==> config.mk <==
export PLATFORM = sky130hd
export DESIGN_NAME = vma_sched
export DESIGN_NICKNAME = d
export VERILOG_FILES = /design/src/rtl/vma_sched_pkg.sv /design/src/rtl/vma_brk_qual.sv /design/src/rtl/vma_sched.sv
export SDC_FILE = /design/constraint.sdc
export NUM_CORES = 1
export LEC_CHECK = 0
export ABC_AREA = 0
export CAP_MARGIN = 20
export CORE_MARGIN = 4
export CORE_UTILIZATION = 38
export DETAILED_ROUTE_END_ITERATION = 8
export PLACE_DENSITY = 0.79
export RECOVER_POWER = 50
export SYNTH_ARGS = -nofsm -noshare
export SYNTH_HDL_FRONTEND = slang
export SYNTH_HIERARCHICAL = 1
export SYNTH_SLANG_ARGS = --single-unit
==> constraint.sdc <==
create_clock -name clk -period 1.3 [get_ports clk]
set_clock_uncertainty 0.05 [all_clocks]
set_input_delay 0.195 -clock clk [delete_from_list [all_inputs] [get_ports clk]]
set_output_delay 0.195 -clock clk [all_outputs]
set_load 0.02 [all_outputs]
==> src/rtl/vma_sched_pkg.sv <==
// Shared types and constants for the VMA request scheduler.
package vma_sched_pkg;

    // Microcode VMA source selector.
    typedef enum logic [1:0] {
        SRC_AD      = 2'd0,
        SRC_PCMAGIC = 2'd1,
        SRC_HELD    = 2'd2,
        SRC_INC     = 2'd3
    } vma_src_t;

    // UCR4 VMA register control. Code 2 is unused by the datapath.
    typedef enum logic [1:0] {
        SEL_HOLD = 2'd0,
        SEL_INC  = 2'd1,
        SEL_LOAD = 2'd3
    } vma_sel_t;

    // Scheduler state encoding, kept as plain constants for older tools.
    typedef logic [1:0] sched_state_t;
    localparam sched_state_t ST_IDLE    = 2'd0;
    localparam sched_state_t ST_SAVE    = 2'd1;
    localparam sched_state_t ST_RETRY   = 2'd2;
    localparam sched_state_t ST_RESTORE = 2'd3;

    // Bit positions inside the one-hot grant vector {trap,pf,uc,diag}.
    localparam int GNT_DIAG = 0;
    localparam int GNT_UC   = 1;
    localparam int GNT_PF   = 2;
    localparam int GNT_TRAP = 3;

    // Width of the page-fail retry down-counter.
    localparam int RETRY_CW = 3;

endpackage

==> src/rtl/vma_brk_qual.sv <==
// Address-break qualification: cycle-type mask, hit compare, sticky pending flag.
module vma_brk_qual
    import vma_sched_pkg::*;
#(
    parameter logic [2:0] BRK_MASK_DEF = 3'b111
) (
    input  logic       clk,
    input  logic       CROBAR,
    input  logic [2:0] cycType,
    input  logic       matchIn,
    input  logic       brkEn,
    input  logic       brkMaskWr,
    input  logic [2:0] brkMaskIn,
    input  logic       brkAck,
    output logic       brkPending
);

    logic [2:0] brk_mask;
    logic       brk_hit;

    // Hit uses the mask already in the register, so a new mask qualifies from the next cycle.
    always_comb begin
        brk_hit = brkEn & matchIn & (|(cycType & brk_mask));
    end

    // Mask register, writable in any scheduler state.
    always_ff @(posedge clk or posedge CROBAR) begin
        if (CROBAR) begin
            brk_mask <= BRK_MASK_DEF;
        end else if (brkMaskWr) begin
            brk_mask <= brkMaskIn;
        end
    end

    // Sticky pending flag; a fresh hit wins over a simultaneous acknowledge.
    always_ff @(posedge clk or posedge CROBAR) begin
        if (CROBAR) begin
            brkPending <= 1'b0;
        end else if (brk_hit) begin
            brkPending <= 1'b1;
        end else if (brkAck) begin
            brkPending <= 1'b0;
        end
    end

endmodule

==> src/rtl/vma_sched.sv <==
// VMA request arbiter and page-fail retry sequencer.
//
// state   | meaning
// --------+--------------------------------------------------------------
// IDLE    | arbitrate trap > pf > uc > diag, one grant per cycle
// SAVE    | VMA copied into HELD (one cycle)
// RETRY   | VMA held while the retry counter runs down; trap aborts
// RESTORE | VMA reloaded from HELD (one cycle), then back to IDLE
module vma_sched
    import vma_sched_pkg::*;
#(
    parameter int         RETRY_CYC    = 3,
    parameter logic [2:0] BRK_MASK_DEF = 3'b111
) (
    input  logic       clk,
    input  logic       CROBAR,
    input  logic       ucReq,
    input  logic [1:0] ucSrc,
    input  logic       trapReq,
    input  logic       pfReq,
    input  logic       diagWr,
    input  logic [2:0] cycType,
    input  logic       matchIn,
    input  logic       brkEn,
    input  logic       brkMaskWr,
    input  logic [2:0] brkMaskIn,
    input  logic       brkAck,
    output logic [1:0] vmaSel,
    output logic       vmaAdSel,
    output logic       condVmaMagic,
    output logic       selHeld,
    output logic       loadVmaHeld,
    output logic       loadAdrBrk,
    output logic [3:0] grant,
    output logic       busy,
    output logic       brkPending
);

    sched_state_t        state, state_nx;
    logic [RETRY_CW-1:0] cnt, cnt_nx;

    vma_sel_t   sel_nx;
    logic       ad_nx, magic_nx, held_nx, ldh_nx, ldb_nx;
    logic [3:0] gnt_nx;

    // Next state, retry count and the control word to present next cycle.
    always_comb begin
        state_nx = state;
        cnt_nx   = cnt;
        sel_nx   = SEL_HOLD;
        ad_nx    = 1'b0;
        magic_nx = 1'b0;
        held_nx  = 1'b0;
        ldh_nx   = 1'b0;
        ldb_nx   = 1'b0;
        gnt_nx   = 4'b0000;
        case (state)
            ST_IDLE: begin
                if (trapReq) begin
                    sel_nx           = SEL_LOAD;
                    magic_nx         = 1'b1;
                    gnt_nx[GNT_TRAP] = 1'b1;
                end else if (pfReq) begin
                    state_nx       = ST_SAVE;
                    ldh_nx         = 1'b1;
                    gnt_nx[GNT_PF] = 1'b1;
                end else if (ucReq) begin
                    gnt_nx[GNT_UC] = 1'b1;
                    case (vma_src_t'(ucSrc))
                        SRC_AD: begin
                            sel_nx = SEL_LOAD;
                            ad_nx  = 1'b1;
                        end
                        SRC_PCMAGIC: begin
                            sel_nx   = SEL_LOAD;
                            magic_nx = 1'b1;
                        end
                        SRC_HELD: begin
                            sel_nx  = SEL_LOAD;
                            held_nx = 1'b1;
                        end
                        default: begin
                            sel_nx = SEL_INC;
                        end
                    endcase
                end else if (diagWr) begin
                    ldb_nx           = 1'b1;
                    gnt_nx[GNT_DIAG] = 1'b1;
                end
            end
            ST_SAVE: begin
                state_nx = ST_RETRY;
                cnt_nx   = RETRY_CW'(RETRY_CYC - 1);
            end
            ST_RETRY: begin
                if (trapReq) begin
                    // Trap abandons the retry; HELD is left as saved.
                    state_nx         = ST_IDLE;
                    cnt_nx           = '0;
                    sel_nx           = SEL_LOAD;
                    magic_nx         = 1'b1;
                    gnt_nx[GNT_TRAP] = 1'b1;
                end else if (cnt == '0) begin
                    state_nx = ST_RESTORE;
                    sel_nx   = SEL_LOAD;
                    held_nx  = 1'b1;
                end else begin
                    cnt_nx = cnt - RETRY_CW'(1);
                end
            end
            default: begin
                state_nx = ST_IDLE;
            end
        endcase
    end

    // State, counter and all outputs are registered together.
    always_ff @(posedge clk or posedge CROBAR) begin
        if (CROBAR) begin
            state        <= ST_IDLE;
            cnt          <= '0;
            vmaSel       <= SEL_HOLD;
            vmaAdSel     <= 1'b0;
            condVmaMagic <= 1'b0;
            selHeld      <= 1'b0;
            loadVmaHeld  <= 1'b0;
            loadAdrBrk   <= 1'b0;
            grant        <= 4'b0000;
            busy         <= 1'b0;
        end else begin
            state        <= state_nx;
            cnt          <= cnt_nx;
            vmaSel       <= sel_nx;
            vmaAdSel     <= ad_nx;
            condVmaMagic <= magic_nx;
            selHeld      <= held_nx;
            loadVmaHeld  <= ldh_nx;
            loadAdrBrk   <= ldb_nx;
            grant        <= gnt_nx;
            busy         <= (state_nx != ST_IDLE);
        end
    end

    vma_brk_qual #(
        .BRK_MASK_DEF (BRK_MASK_DEF)
    ) u_brk (
        .clk        (clk),
        .CROBAR     (CROBAR),
        .cycType    (cycType),
        .matchIn    (matchIn),
        .brkEn      (brkEn),
        .brkMaskWr  (brkMaskWr),
        .brkMaskIn  (brkMaskIn),
        .brkAck     (brkAck),
        .brkPending (brkPending)
    );

endmodule

; ---- Word-level counts from Yosys, hierarchy flattened
; Cells that the tools add are included.
[classes]
n_addsub = 1
n_mul = 0
n_div = 0
order_cmp = 0
eq_ne = 5
shift = 0
muxes = 48
n_bitwise = 3
reduce_logical = 10
[op_table]
columns = op, count
row1 = 1-bit 2-to-1 mux, 28
row2 = 2-bit 2-to-1 mux, 11
row3 = 3-bit 2-to-1 mux, 4
row4 = 2-bit case mux with 3 select lines, 1
row5 = 3-bit case mux with 2 select lines, 1
row6 = 2-bit nonzero test, 3
row7 = 3-bit OR reduction, 2
row8 = "2-bit by 1-bit == test with 1-bit output, second input constant", 2
row9 = "2-bit == test, second input constant", 2
row10 = 2-bit zero test, 2
row11 = 1-bit case mux with 2 select lines, 2
row12 = 2-bit case mux with 2 select lines, 1
row13 = 3-bit bitwise AND, 1
row14 = 3-bit zero test, 1
row15 = "3-bit inequality test, second input constant", 1
row16 = "3-bit by 1-bit subtractor with 3-bit output, second input constant", 1
row17 = 1-bit bitwise AND, 2
row18 = 2-bit AND reduction, 1
row19 = 2-bit OR reduction, 1
[totals]
register_bits = 21
latch_bits = 0
ram_bits = 0
rom_bits = 0
input_bits = 18
out_inout_bits = 13
word_cells = 79
mem_count = 0

; ---- Logic depth before layout (Yosys ltp)
[logic_depth]
depth_word = 7
ltp_mapped = 5
ltp_nobuf = 5

; ---- By module
; The synthesis kept the hierarchy.
[modules_own_cells]
columns = module, instances, cells_per_inst, area_each_um2, seq_area_each_um2
row1 = vma_sched, 1, 66, 680.7, 375.4
row2 = vma_brk_qual, 1, 12, 165.2, 103.8

; ---- Worst setup path before layout
; OpenSTA, ideal clock, no wires.
[synth_path]
path_type = flip-flop to flip-flop
start = register cnt[0]
end = register cnt[0]
setup_ns = 0.104
arrival_ns = 1.271
required_time_ns = 1.146
slack_ns = -0.125
path_stages_with_launch = 6
n_path_buf = 0
synth_period_minus_slack_ns = 1.425
path_cell_list = dfrtp_1 inv_1 ha_1 nor2b_1 or4_1 o311ai_1
[synth_via]
elab_chain_len = 4
word_cells_on_any_way = 7
classes_between = add/sub (1) / eq/ne (1) / mux (3) / reduce/logical (2)
[synth_rtl]
columns = item, line
row1 = from (decl), vma_sched.sv:40  ; logic [RETRY_CW-1:0] cnt, cnt_nx;
row2 = from (signal assigned), vma_sched.sv:132  ; cnt <= cnt_nx;
row3 = 3-bit by 1-bit subtractor with 3-bit output, vma_sched.sv:108  ; cnt_nx = cnt - RETRY_CW'(1);
row4 = 3-bit 2-to-1 mux, vma_sched.sv:103  ; end else if (cnt == '0) begin
row5 = 3-bit 2-to-1 mux, vma_sched.sv:96  ; if (trapReq) begin
row6 = 3-bit case mux with 2 select lines, vma_sched.sv:57  ; case (state)
; Several ways; a longest one is shown, not always the timed one. The select of a mux whose other input is x is not followed.
; A chain may end at the register's enable or synchronous reset.

; ---- Final worst setup path
[layout_path]
start = register cnt[1]
end = register cnt[0]
[layout_via]
elab_chain_len = 3
[layout_rtl]
columns = item, line
row1 = 3-bit zero test, vma_sched.sv:103
row2 = 3-bit inequality test (no line), n/a
row3 = 2-bit AND reduction (no line), n/a
; No other way between the ends.

==> flow_metrics.env <==
export IMPL_status="complete, but fails checks"
export IMPL_violations="negative setup slack"
export IMPL_drtPass1Iterations=4
export IMPL_cts_buffer_depth=2
export IMPL_total_power_mw=1.926
export IMPL_gp_congestion=0.7821
export IMPL_insertedDiodeCount=0
export IMPL_maxSlewViolCount=0
export IMPL_p_switching_uw=651.0
export IMPL_vias_per_cell=4.907
export IMPL_root_buffer="clkbuf_4"
export IMPL_syn_area_um2=845.8
export IMPL_cts_buffers=3
export IMPL_grt_total_usage_pct=15.38
export IMPL_synth_fp_nets=98
export IMPL_dpl_hpwl_mm=1.608
export IMPL_setup_viol_count_final=2
export IMPL_grt_pass1_wl_mm=3.215
export IMPL_vdd_drop_max_mv=0.8727
export IMPL_ant_nets=0
export IMPL_intPower_mw=1.275
export IMPL_worst_slew_pin_transition_ns=0.8171
export IMPL_critPathKind="flop to flop"
export IMPL_cts_max_level=1
export IMPL_crit_path_end_kind="flop"
export IMPL_syn2layout_area_growth_pct=55.33
export IMPL_die_w_um=55.18
export IMPL_drive_gt1_share_pct=26.83
export IMPL_switching_share_pct=33.79
export IMPL_fin_crit_sh_pct=102.8
export IMPL_rsz0062_at_grt="true"
export IMPL_slew_headroom_pct=45.53
export IMPL_synth_cell_type_count=30
export IMPL_vias=736
export IMPL_yosys_register_bits=19
export IMPL_ioPinCount=31
export IMPL_die_h_um=55.18
export IMPL_cp_data_required_time_ns=1.44
export IMPL_synth_top_area_share_pct=47.34
export IMPL_pre_cts_ws_ns=-0.2652
export IMPL_clk_latency_ns=0.29
export IMPL_io_buffers=30
export IMPL_fin_ws_ns=-0.03673
export IMPL_drt_first_iter_violations=16
export IMPL_sequentialPowerShare_pct=41.4
export IMPL_grt_overflow_total=0
export IMPL_cts_hold_buf=0
export IMPL_final_common_cell="dfrtp_1"
export IMPL_hold_violations=0
export IMPL_final_nets=144
export IMPL_power_density_nw_per_um2=1466
export IMPL_grt_pass1_vias=746
export IMPL_initial_core_util_pct=41.42
export IMPL_wire_per_inst_um=13.61
export IMPL_power_leakage_nw=0.6211
export IMPL_power_frac_comb_pct=44.0
export IMPL_seq_area_frac_synth_pct=56.66
export IMPL_fmax_mhz=748.1
export IMPL_critPathLaunchType="flop"
export IMPL_p_clk_share_pct=14.6
export IMPL_ys_warn_count=6
export IMPL_fill_cells=178
export IMPL_die_area_um2=3045
export IMPL_hold_ws_ns=0.1879
export IMPL_grt_max_degree=16
export IMPL_min_path_type="input port to asynchronous set/reset pin"
export IMPL_cts_tree="done"
export IMPL_syn_inst=78
export IMPL_rows=16
export IMPL_critPathArrivalTime_ns=1.48
export IMPL_fin_crit_ns=1.337
export IMPL_clock_sinks=19
export IMPL_drc=0
export IMPL_post_route_util_pct=64.34
export IMPL_avgSynthCellArea_um2=10.84
export IMPL_routed_wl_mm=2.041
export IMPL_core_area_um2=2042
export IMPL_netlist_top_cells_area="dfrtp_1 (47%), dfstp_2 (9.3%), mux2_2 (4.0%)"
export IMPL_clk_pin_slew_worst_paths_ns=0.10
export IMPL_synth_area_leader_cell="dfrtp_1"
export IMPL_maxCapViolations=0
export IMPL_antenna_found_initial=0
export IMPL_final_cell_mix="dfrtp_1 (16), clkdlybuf4s50_1 (15), buf_4 (14), dlygate4sd2_1 (12), nor2_1 (7)"
export IMPL_fin_setup_tns_ns=-0.03971
export IMPL_crit_fanout=3
## final timing paths
kind | slack, ns | endpoint | cells after the start | from
setup / recovery | -0.04 | cnt[0] | 5 | cnt[1]
min in group clk | 0.42 | u_brk/brkPending | 3 | brkEn
hold reg to reg | 0.50 | u_brk/brkPending | 2 | u_brk/brkPending
hold / removal | 0.19 | u_brk/brkPending | 2 | CROBAR
setup reg to reg | -0.04 | cnt[0] | 5 | cnt[1]
max in group asynchronous | 0.16 | state[1] | 3 | CROBAR
## cell families (layout without fill, tap and decap cells)
family	after synthesis	in the layout	synth area share, %
flops	19	19	56.66
mux	3	3	3.994
fa+ha+maj	2	2	2.958
compound gates	18	18	13.91
simple gates	24	24	16.13
buf+inv	12	57	6.361
## stage by stage
step	instances	cell area, um2
finish	150	1314
global route	150	1314
floorplan	78	865.8
global placement	143	1270
detailed placement	143	1270
CTS	150	1306
## synthesized netlist by cell type
library cell	count
and4b_1	1
nor2_1	7
o21ai_0	3
a21o_1	1
o211ai_1	2
dfstp_2	3
mux2_2	3
o22ai_1	1
clkbuf_1	2
o311ai_0	1
buf_2	1
or2_1	1
ha_1	2
inv_1	7
nor4b_1	1
a222oi_1	1
or3b_4	1
dfrtp_1	16
nor3b_1	1
or4_1	1
o31a_1	1
a21oi_1	6
buf_4	2
o311ai_1	1
o21bai_1	1
nand4_1	1
nor4_1	1
nand2b_1	3
nand2_1	4
nor2b_1	2
## layout make-up
class / instances / area (um2) / area share [%]
Timing Repair Buffer: 46 / 397.9 / 30.29
Inverter: 7 / 26.28 / 2.000
Clock buffer: 4 / 26.28 / 2.000
Sequential cell: 19 / 479.2 / 36.48
Multi-Input combinational cell: 47 / 350.3 / 26.67
Tap cell: 27 / 33.78 / 2.571
## power by group through the flow
stage,clock [mW],sequential (mW),combinational (mW)
floorplan,0,0.864,0.369
global placement,0,0.805,0.784
detailed placement,0,0.814,0.814
CTS,0.302,0.796,0.835
global route,0.330,0.810,0.947
finish,0.282,0.797,0.848
## flip-flops by register name, indices dropped and copies added (netlist names)
| name | cells |
|---|---|
| vmaSel | 2 |
| state | 2 |
| busy | 1 |
| vmaAdSel | 1 |
| grant | 3 |
| cnt | 3 |
| u_brk/brkPending | 1 |
| loadVmaHeld | 1 |
| condVmaMagic | 1 |
| selHeld | 1 |
| u_brk/brk_mask | 3 |
## repair_timing
action | CTS | global route
gates resized for setup | 14 | 5
pin swaps | 1 | 0
endpoints found under the setup margin | 17 | 9
gates cloned | 0 | 0
buffers inserted | 3 | 0
## routing by layer
layer / GRT usage [%] / vias up / part of all wire, %
met5: 0 / - / 0
met4: 7.287 / 0 / 0.59
met3: 3.485 / 2 / 12
met2: 28.35 / 28 / 49
met1: 16.39 / 345 / 39
li1: - / 361 / -
## critical path, cell delays in order, from the launching register on
cell and delay (ns):
dfrtp_1 0.38, inv_2 0.06, ha_4 0.16, nor2b_4 0.12, or4_1 0.39, o311ai_1 0.09
(Power assumes the default switching activity.)
